File: src/rtl/ctrl_saxi.sv
// AXI4 slave control-register file: start pulse, sticky done, argument regs.
// Define CTRL_SAXI_ERR_RESP_EN for SLVERR on out-of-range register beats.
module ctrl_saxi #(
    parameter int AXI_AWIDTH = 64,
    parameter int AXI_DWIDTH = 512,
    parameter int NUM_REGS   = 16
) (
    input  logic                    clk,
    input  logic                    resetn,
    input  logic [3:0]              s0_awid,
    input  logic [AXI_AWIDTH-1:0]   s0_awaddr,
    input  logic [7:0]              s0_awlen,
    input  logic [2:0]              s0_awsize,
    input  logic [1:0]              s0_awburst,
    input  logic                    s0_awvalid,
    output logic                    s0_awready,
    input  logic [3:0]              s0_wid,
    input  logic [AXI_DWIDTH-1:0]   s0_wdata,
    input  logic [AXI_DWIDTH/8-1:0] s0_wstrb,
    input  logic                    s0_wlast,
    input  logic                    s0_wvalid,
    output logic                    s0_wready,
    output logic [3:0]              s0_bid,
    output logic [1:0]              s0_bresp,
    output logic                    s0_bvalid,
    input  logic                    s0_bready,
    input  logic [3:0]              s0_arid,
    input  logic [AXI_AWIDTH-1:0]   s0_araddr,
    input  logic [7:0]              s0_arlen,
    input  logic [2:0]              s0_arsize,
    input  logic [1:0]              s0_arburst,
    input  logic                    s0_arvalid,
    output logic                    s0_arready,
    output logic [3:0]              s0_rid,
    output logic [AXI_DWIDTH-1:0]   s0_rdata,
    output logic [1:0]              s0_rresp,
    output logic                    s0_rlast,
    output logic                    s0_rvalid,
    input  logic                    s0_rready,
    output logic                    socket_start,
    input  logic                    socket_done,
    output logic [NUM_REGS*32-1:0]  ctrl_regs_q
);

`ifdef CTRL_SAXI_ERR_RESP_EN
    localparam bit ERR_EN = 1'b1;
`else
    localparam bit ERR_EN = 1'b0;
`endif

    localparam int LB = $clog2(AXI_DWIDTH / 8);
    localparam int IW = $clog2(NUM_REGS);
    localparam int FW = AXI_AWIDTH - LB;

    typedef enum logic [1:0] {W_IDLE, W_DATA, W_RESP} w_state_e;
    typedef enum logic {R_IDLE, R_DATA} r_state_e;

    w_state_e        w_state, w_next;
    r_state_e        r_state, r_next;
    logic            out_en;
    logic [3:0]      w_id, r_id;
    logic [FW-1:0]   w_idx, r_idx, r_ld_idx;
    logic [7:0]      w_len, w_cnt, r_len, r_cnt;
    logic            w_err, r_err;
    logic [31:0]     r_data;
    logic [31:0]     regs [NUM_REGS];
    logic            aw_fire, w_fire, ar_fire, r_fire;
    logic            w_oor, w_we, r_last, r_ld_oor;
    logic [IW-1:0]   w_ri;
    logic [31:0]     w_mask, w_val, r_ld_val;
    logic            start_q;

    logic unused_ok;
    assign unused_ok = ^{s0_awaddr[LB-1:0], s0_awsize, s0_awburst,
                         s0_araddr[LB-1:0], s0_arsize, s0_arburst,
                         s0_wid, s0_wlast, s0_wdata[AXI_DWIDTH-1:32],
                         s0_wstrb[AXI_DWIDTH/8-1:4]};

    assign aw_fire = s0_awvalid & s0_awready;
    assign w_fire  = s0_wvalid & s0_wready;
    assign ar_fire = s0_arvalid & s0_arready;
    assign r_fire  = s0_rvalid & s0_rready;

    // Handshake readies stay low until the first cycle after reset release
    always_ff @(posedge clk or negedge resetn) begin
        if (!resetn) out_en <= 1'b0;
        else         out_en <= 1'b1;
    end

    always_comb begin
        w_next     = w_state;
        s0_awready = 1'b0;
        s0_wready  = 1'b0;
        s0_bvalid  = 1'b0;
        unique case (w_state)
            W_IDLE: begin
                s0_awready = out_en;
                if (s0_awvalid && out_en) w_next = W_DATA;
            end
            W_DATA: begin
                s0_wready = 1'b1;
                if (s0_wvalid && w_cnt == w_len) w_next = W_RESP;
            end
            W_RESP: begin
                s0_bvalid = 1'b1;
                if (s0_bready) w_next = W_IDLE;
            end
            default: w_next = W_IDLE;
        endcase
    end

    assign w_oor    = ERR_EN && (w_idx >= FW'(NUM_REGS));
    assign s0_bid   = w_id;
    assign s0_bresp = {w_err, 1'b0};

    always_ff @(posedge clk or negedge resetn) begin
        if (!resetn) begin
            w_state <= W_IDLE;
            w_id    <= '0;
            w_idx   <= '0;
            w_len   <= '0;
            w_cnt   <= '0;
            w_err   <= 1'b0;
        end else begin
            w_state <= w_next;
            if (aw_fire) begin
                w_id  <= s0_awid;
                w_idx <= s0_awaddr[AXI_AWIDTH-1:LB];
                w_len <= s0_awlen;
                w_cnt <= '0;
                w_err <= 1'b0;
            end else if (w_fire) begin
                w_cnt <= w_cnt + 8'd1;
                w_idx <= w_idx + FW'(1);
                if (w_oor) w_err <= 1'b1;
            end
        end
    end

    assign w_ri = w_idx[IW-1:0];
    assign w_we = w_fire & ~w_oor;
    assign w_val = s0_wdata[31:0];

    always_comb begin
        for (int b = 0; b < 4; b++) w_mask[8*b +: 8] = {8{s0_wstrb[b]}};
    end

    always_ff @(posedge clk or negedge resetn) begin
        if (!resetn) begin
            for (int i = 0; i < NUM_REGS; i++) regs[i] <= '0;
            start_q <= 1'b0;
        end else begin
            start_q <= w_we && w_ri == '0 && s0_wstrb[0] && w_val[0];
            if (w_we && w_ri == '0)
                regs[0] <= ((regs[0] & ~w_mask) | (w_val & w_mask)) & ~32'h1;
            // Set beats clear: a done event never gets lost to a W1C
            if (socket_done)
                regs[1][0] <= 1'b1;
            else if (w_we && w_ri == IW'(1) && s0_wstrb[0] && w_val[0])
                regs[1][0] <= 1'b0;
            for (int i = 2; i < NUM_REGS; i++) begin
                if (w_we && w_ri == IW'(i))
                    regs[i] <= (regs[i] & ~w_mask) | (w_val & w_mask);
            end
        end
    end

    assign socket_start = start_q;

    always_comb begin
        for (int i = 0; i < NUM_REGS; i++) ctrl_regs_q[32*i +: 32] = regs[i];
    end

    always_comb begin
        r_next     = r_state;
        s0_arready = 1'b0;
        s0_rvalid  = 1'b0;
        unique case (r_state)
            R_IDLE: begin
                s0_arready = out_en;
                if (s0_arvalid && out_en) r_next = R_DATA;
            end
            R_DATA: begin
                s0_rvalid = 1'b1;
                if (s0_rready && r_last) r_next = R_IDLE;
            end
            default: r_next = R_IDLE;
        endcase
    end

    // Index of the beat loaded next: burst start, or the following beat
    assign r_ld_idx = (r_state == R_IDLE) ? s0_araddr[AXI_AWIDTH-1:LB]
                                          : r_idx + FW'(1);
    assign r_ld_oor = ERR_EN && (r_ld_idx >= FW'(NUM_REGS));
    assign r_ld_val = r_ld_oor ? 32'h0 : regs[r_ld_idx[IW-1:0]];
    assign r_last   = (r_cnt == r_len);

    always_ff @(posedge clk or negedge resetn) begin
        if (!resetn) begin
            r_state <= R_IDLE;
            r_id    <= '0;
            r_idx   <= '0;
            r_len   <= '0;
            r_cnt   <= '0;
            r_err   <= 1'b0;
            r_data  <= '0;
        end else begin
            r_state <= r_next;
            if (ar_fire) begin
                r_id   <= s0_arid;
                r_len  <= s0_arlen;
                r_cnt  <= '0;
                r_idx  <= r_ld_idx;
                r_data <= r_ld_val;
                r_err  <= r_ld_oor;
            end else if (r_fire && !r_last) begin
                r_cnt  <= r_cnt + 8'd1;
                r_idx  <= r_ld_idx;
                r_data <= r_ld_val;
                r_err  <= r_ld_oor;
            end
        end
    end

    assign s0_rid   = r_id;
    assign s0_rdata = {{(AXI_DWIDTH-32){1'b0}}, r_data};
    assign s0_rresp = {s0_rvalid & r_err, 1'b0};
    assign s0_rlast = s0_rvalid & r_last;

endmodule

File: config.mk
export PLATFORM = sky130hd
export DESIGN_NAME = ctrl_saxi
export DESIGN_NICKNAME = d
export VERILOG_FILES = /design/src/rtl/ctrl_saxi.sv
export SDC_FILE = /design/constraint.sdc
export NUM_CORES = 1
export LEC_CHECK = 0
export BUFFER_PORTS_ARGS = -buffer_cell sky130_fd_sc_hd__buf_2
export CORE_AREA = 2 2 698 700
export CTS_CLUSTER_SIZE = 25
export DETAILED_ROUTE_END_ITERATION = 6
export DIE_AREA = 0 0 700 702
export HOLD_SLACK_MARGIN = 0.03
export PLACE_DENSITY = 0.32
export SYNTH_ARGS = -nofsm -noshare
export SYNTH_HDL_FRONTEND = slang
export SYNTH_SLANG_ARGS = --single-unit
export TNS_END_PERCENT = 20
File: constraint.sdc
create_clock -name clk -period 6.1 [get_ports clk]
set_clock_uncertainty 0.2 [all_clocks]
set_input_delay 1.22 -clock clk [delete_from_list [all_inputs] [get_ports clk]]
set_output_delay 1.22 -clock clk [all_outputs]
set_load 0.02 [all_outputs]
# Yosys cells after proc, flatten, opt, wreduce, memory -nomap -nowiden
# Index checks and enable logic that the tools add are counted.
# totals
input_bits	751
elab_cells	159
register_bits	674
out_inout_bits	1043
# op_classes
n_mux	30
n_reduce_logical	32
eq_ne	22
bitwise	40
n_addsub	4
order_cmp	1
# op_table
cell	count
AND 32 bit	16
OR 32 bit	15
two-way mux 58 bit	5
binary-select mux 32 bit (select 4 bit)	1
two-way mux 32 bit	4
adder 58 x 1 -> 58 bit, second input constant	2
== test 4 bit, second input constant	8
two-way mux 8 bit	4
inverter 32 bit	1
logical AND 1 bit	25
adder 8 x 1 -> 8 bit, second input constant	2
== test 4 x 3 -> 1 bit, second input constant	4
== test 8 bit	2
two-way mux 1 bit	11
== test 4 x 2 -> 1 bit, second input constant	2
AND 1 bit	6
two-way mux 2 bit	3
inequality test 2 bit, second input constant	3
one-hot mux 2 bit (3 select lines)	1
nonzero test 2 bit	3
greater-or-equal comparator 5 bit, second input constant	1
inverter 4 -> 5 bit	1
== test 4 x 1 -> 1 bit, second input constant	1
zero test 4 bit	1
7 further kinds	7

# Longest topological paths before layout
# Gate-level depths: netlist of run 1.
# depth
depth_word	8
ltp_mapped	10
depth_no_buf	7

# Worst setup path before layout of run 1
# Ideal clock, no wire load.
# synth_path
path_kind	register to output
from	reg r_state
to	out s0_rlast
t_required_ns	4.680
stages_incl_launch_ff	6
n_path_buf	3
slack_ns	3.100
t_arrival_ns	1.580
path_cell_list	dfrtp_1 > buf_6 > inv_1 > buf_2 > clkbuf_1 > nor3_1
# synth_via
elab_chain_len	2
# synth_rtl
item	line_no	text
start: declaration	59	r_state_e r_state, r_next;
start signal: assignment	208	r_state <= r_next;
two-way mux 1 bit	178	unique case (r_state)
AND 1 bit	228	assign s0_rlast = s0_rvalid & r_last;
end: declaration	37	output logic s0_rlast,
# No other way between the ends.

# Worst setup path after layout of run 1
# Same ends and word-level chain as after synthesis.

==> results.toml, run 1 <==
[setup_path]
cp-start-kind = "register"
critPathCaptureType = "output port"
cp.arrival_ns = 3.34
critPathKind = "register to output port"
worst-path-buf-inv = 3
rr_worst_depth = 9
cp_max_fo = 33
critPathSlowestCell = "dfrtp_4"
required_ns = 4.68
r2r_start = "r_idx[0]"
startpoint = "r_state"
cp_cell_sequence = "inv_2 > buf_4 > nor3_1 > buf_2"
max_stage_delay_ns = 0.91
path_depth = 4
path_delay_family = "buffers and inverters"
r2r_slack_ns = 1.41

[clock_network]
clock_latency_ns = 0.83
htree_levels = 3
cts_buffers = 86
clockBufferDepth = 4
cts_sinks = 565
holdBufCountCts = 0
clkSlewWorstSetupHoldPaths_ns = 0.06
cts_tree = "done"
cts_resized = 0
clock-root-buffer = "clkbuf_16"
postCtsSetupBuffers = 0

[logic_synthesis]
ys_seq_area_share_pct = 45.48
synth_seq_cells = 565
synthTopCellsByArea = "dfrtp_1, mux2_2, buf_4"
syn_area_mm2 = 0.03109
postSynth.asyncResetShare_pct = 100.0
synth_top_area_cell = "dfrtp_1"
ys.flop_type = "dfrtp_1"
synth_edf_count = 0
ys_warn_count = 31
netlist.area_leader.share_pct = 45.48
yosysMostFrequentCell = "dfrtp_1"
synthTopCellsByCount = "dfrtp_1, buf_4, mux2_2"
netlist_instances = 2870
ys_types = 66
avgSynthCellArea_um2 = 10.83

[timing]
slew_headroom_pct = 18.72
rsz0062_at_grt = "false"
hold_viol_final = 0
slew_violations = 0
whs_ns = 0.1898
worstMarginPinSlew_ns = 1.216
setup_viol = 0
setup_tns_ns = 0
fin_crit_ns = 4.757
period_share_pct = 77.99
fmax_mhz = 210.2

[drt]
wl_per_cell_um = 20.93
dr.pass1.iters = 5
top_layer_used = "met5"
routed_wl_mm = 209.1
drtAntennaViolNets = 0
vias_per_cell = 2.451
dr_wl_met2_mm = 93.32
dr.first_iter.drc_count = 1623
wl_met1_mm = 87.18
wl_met3_mm = 22.88
vias = 24480
drcViolationCount = 0

[min_path]
hp-class = "input pin to async pin"

[finish]
utilization_pct = 8.886
fin_nets = 4230
area_growth_pct = 38.44
fin_cells = 9989
drive_above_1_share_pct = 39.29
fillerInstances = 56210

[global_routing]
globalRoute.totalOverflow = 0
antenna_found_initial = 50
grt_max_degree = 136
grt_usage_pct = 8.139
grt_pass1_wl_mm = 261.1
grt_pass1_vias = 23890

[placement]
hpwl_mm = 163.3
io_buffer_count = 602
gp_congestion = 0.7550
post-place-cells = 9834

[flow_run]
drv_cap = 0

[die]
design.die.area_mm2 = 0.4914
row_count = 256
ios = 1794
coreArea_mm2 = 0.4843
die_w_um = 700
dieHeight_um = 702
initial_core_util_pct = 6.419

[power]
p_int_mw = 12.98
total_power_mw = 28.10
leakage_nw = 18.53
p_sw_mw = 15.12
power_frac_comb_pct = 57.5
p_seq_share_pct = 24.6
cellPowerDensity_mw_per_mm2 = 652.9
max-vdd-ir-drop_mv = 0.3936
p_sw_share_pct = 53.81
clkPwrFrac_pct = 17.9

[run_status]
outcome = "completed"
[power by group through the flow]
stage               logic, mW  clock network [mW]  registers [mW]
finish                   16.2                5.04            6.91
global route             17.5                5.40            7.13
CTS                      16.9                5.30            6.93
detailed placement       16.8                   0            6.98
floorplan                6.83                   0            8.16
global placement         16.9                   0            6.92
[layout make-up]
type	instances	area [um^2]	share of cell area [%]
antenna	9	22.52	0.05233
clock inverter	26	307.8	0.7152
clock buffer	120	2420	5.623
multi-input combinational	2112	14210	33.03
tap	6450	8070	18.75
timing repair buffer	698	3821	8.879
sequential	565	14150	32.87
inverter	9	33.78	0.07850
[kinds of logic (layout without fill, tap and decap cells)]
logic type | count (synthesis) | in the layout | synth area share [%]
AND/OR/NAND/NOR | 461 | 461 | 7.064
other | 2 | 526 | 0.02416
XOR/XNOR | 34 | 34 | 0.9820
adder cells (fa/ha/maj) | 7 | 7 | 0.2817
multiplexers | 522 | 522 | 18.89
flip-flops | 565 | 565 | 45.48
buffers and inverters | 708 | 853 | 15.35
AO/OA/AOI/OAI | 571 | 571 | 11.93
[final timing paths]
kind	end
worst max-delay path	s0_rlast
worst min-delay path	async pin
worst max register to register	r_data[12]
worst min register to register	r_data[12]
max in group asynchronous	async pin
min in group clk	r_data[12]
[per-layer routing]
| layer | vias to the layer above | global-route usage [%] |
|---|---|---|
| met5 | - | 0 |
| met4 | 14 | 2.226 |
| met3 | 197 | 3.735 |
| met2 | 1241 | 12.70 |
| met1 | 12670 | 10.02 |
| li1 | 10360 | - |
[worst reg2reg max path: stages (launching register included)]
cell      delay [ns]
dfrtp_4         0.66
ha_2            0.96
nand2_2         0.29
o22ai_4         0.83
buf_4           0.52
a21oi_1         0.10
a21oi_1         0.39
a221oi_2        0.15
buf_4           0.21
o31ai_1         0.22
[per-stage QoR]
step | worst slack, ns | area (um^2)
after floorplan | 3.100 | 33020
after global placement | 1.108 | 40290
after detailed placement | 1.064 | 40290
after CTS | 1.182 | 43010
after global routing | 1.246 | 43010
final | 1.343 | 43040
[cells in the final DEF, fill, tap and decap left out, drive strengths merged, types with 4 or more instances in the layout]
master,netlist,layout
o211ai,55,55
a2111oi,4,4
nor2,77,77
o2bb2ai,27,27
nand2b,29,29
a211oi,6,6
nor3,7,7
nand4,7,7
xor2,10,10
mux2,507,507
mux2i,15,15
nor4,26,26
ha,7,7
o31ai,31,31
inv,9,14
a21oi,276,276
xnor2,24,24
a221oi,26,26
o21a,4,4
buf,602,698
o22ai,40,40
nand3,35,35
nand2,213,213
nor2b,5,5
conb,2,517
and2,46,46
diode,0,9
dfrtp,565,565
clkbuf,97,120
a22oi,28,28
o311ai,27,27
o21ai,35,35
bufinv,0,5
clkinv,0,14
and3,11,11
No activity file was read; power rests on OpenSTA's default activity.
==> run 2: changes to the inputs <==
==> constraint.sdc (replaced) <==
create_clock -name clk -period 4.25 [get_ports clk]
set_clock_uncertainty 0.2 [all_clocks]
set_input_delay 0.85 -clock clk [delete_from_list [all_inputs] [get_ports clk]]
set_output_delay 0.85 -clock clk [all_outputs]
set_load 0.02 [all_outputs]
==> run 2 against run 1 <==
Critical path depth up 1. Sequential share of layout area down 0.86 points. Power up 46%. Via count up 1.8%. Highest routed layer unchanged.
==> results.toml, run 2 (synthesized netlist as in run 1, its figures left out) <==
[run_status]
outcome = "completed"

[finish]
final_common_cell = "buf_2"
drive_above_1_share_pct = 40.34
fin_nets = 4336
mostFrequentLayoutCells = "buf_2, dfrtp_1, conb_1, mux2_2, a21oi_1"
fin_cells = 10100
area_growth_pct = 42.17

[drt]
dr.pass1.iters = 5
drcViolationCount = 0
vias = 24930
wl_per_cell_um = 20.75
dr.first_iter.drc_count = 1448
routed_wl_mm = 209.6
vias_per_cell = 2.468
drtAntennaViolNets = 0

[power]
clkPwrFrac_pct = 17.7
cellPowerDensity_mw_per_mm2 = 929.0
p_int_mw = 19.23
p_seq_share_pct = 23.9
max-vdd-ir-drop_mv = 0.7984
p_sw_share_pct = 53.15
p_sw_mw = 21.82
power_frac_comb_pct = 58.4
leakage_nw = 19.10

[clock_network]
clkSlewWorstSetupHoldPaths_ns = 0.06
htree_levels = 3
cts_buffers = 86
cts_tree = "done"
cts_resized = 0
clock_latency_ns = 0.84
clockBufferDepth = 4
clock-root-buffer = "clkbuf_16"
cts_sinks = 565
postCtsSetupBuffers = 0

[timing]
slew_headroom_pct = 26.07
worstMarginPinSlew_ns = 1.109
setup_viol = 0
rsz0062_at_grt = "false"
hold_viol_final = 0
period_share_pct = 90.28
fin_crit_ns = 3.837
setup_tns_ns = 0
slew_violations = 0
fmax_mhz = 260.6

[flow_run]
drv_cap = 0

[global_routing]
grt_max_degree = 67
grt_pass1_wl_mm = 263.7
antenna_found_initial = 44
grt_usage_pct = 8.174
grt_pass1_vias = 24410
globalRoute.totalOverflow = 0

[die]
dieHeight_um = 702
initial_core_util_pct = 6.419
row_count = 256
die_w_um = 700
design.die.area_mm2 = 0.4914
coreArea_mm2 = 0.4843
ios = 1794

[setup_path]
startpoint = "r_state"
critPathKind = "register to output port"
critPathCaptureType = "output port"
r2r_start = "r_idx[0]"
r2r_slack_ns = 0.56
critPathSlowestCell = "dfrtp_4"
cp-start-kind = "register"
rr_endpoint = "r_data[8]"
rr_worst_depth = 7
max_stage_delay_ns = 0.61
cp_cell_sequence = "inv_2 > buf_4 > buf_4 > nor3_1 > buf_2"
cpMostUsedCell = "buf_4"
cp.arrival_ns = 2.79
endpoint = "s0_rlast"
required_ns = 3.20
cp_max_fo = 23

[placement]
hpwl_mm = 166.4
gp_congestion = 0.7547
io_buffer_count = 602
post-place-cells = 9913

[min_path]
hp-class = "input pin to register"
run 2: cell types whose count changed in the layout (fill, tap and decap cells not counted), moves of 2 or more:
cell and change:
buf_4 +56, dlygate4sd3_1 +27, buf_12 +23, diode_2 +6, clkbuf_8 -3, clkinvlp_4 +3
inv_16 +2
run 2: routing by layer:
| layer | track usage, % | part of all wire, % | up-vias |
|---|---|---|---|
| met2 | 12.75 | 44 | 1234 |
| met1 | 10.03 | 42 | 12860 |
| met4 | 2.601 | 3.3 | 12 |
| met5 | 0 | 0.038 | - |
| met3 | 3.597 | 11 | 211 |
| li1 | - | - | 10610 |
run 2: worst min path at each step:
stage	startpoint	end	slack, ns	cells after the start
detailed placement	r_data[23]	r_data[23]	0.26	2
global placement	r_data[20]	r_data[20]	0.27	2
floorplan	r_len[0]	r_len[0]	0.27	2
finish	s0_bready	w_state[1]	0.12	3
global route	s0_bready	w_state[1]	0.09	3
CTS	s0_bready	w_state[1]	0.03	3
run 2: worst max-delay path, delay by kind of cell, from the launching register on:
family,cells,cell delay [ns]
DFF,1,0.61
buffers and inverters,4,1.16
and+or+nand+nor,1,0.11
run 2: stage by stage:
step / instance area (um^2) / power [mW] / setup WS, ns / util [%] / hold WS (ns)
after floorplan: 33020 / 21.51 / 1.620 / - / 0.2665
after global placement: 41160 / 34.89 / 0.1876 / 8.498 / 0.2660
after detailed placement: 41160 / 34.88 / 0.2079 / 8.498 / 0.2630
after CTS: 44160 / 42.52 / 0.2542 / 9.118 / 0.03057
after global routing: 44160 / 43.88 / 0.2852 / 9.118 / 0.09021
final: 44200 / 41.06 / 0.4129 / 9.126 / 0.1152
run 2: power by group through the flow:
stage | combinational [mW] | sequential, mW | clock, mW
floorplan | 9.80 | 11.7 | 0
global placement | 25.1 | 9.81 | 0
detailed placement | 25.0 | 9.88 | 0
CTS | 25.1 | 9.81 | 7.62
global route | 26.0 | 10.1 | 7.77
finish | 24.0 | 9.80 | 7.27
run 2: what timing repair did:
item | in CTS | in global routing
endpoints found under the hold margin | 71 | 0
setup endpoints to repair | 0 | 0
hold buffers | 27 | 0
run 2: final cells by class:
cell class,count,area (um^2)
flip-flops and latches,565,14150
clock inverters,30,354.1
clock buffers,117,2379
repair buffers,804,4972
multi-input cells,2112,14200
inverters,9,33.78
fillers,56120,440100
diodes,15,37.54
well taps,6450,8070
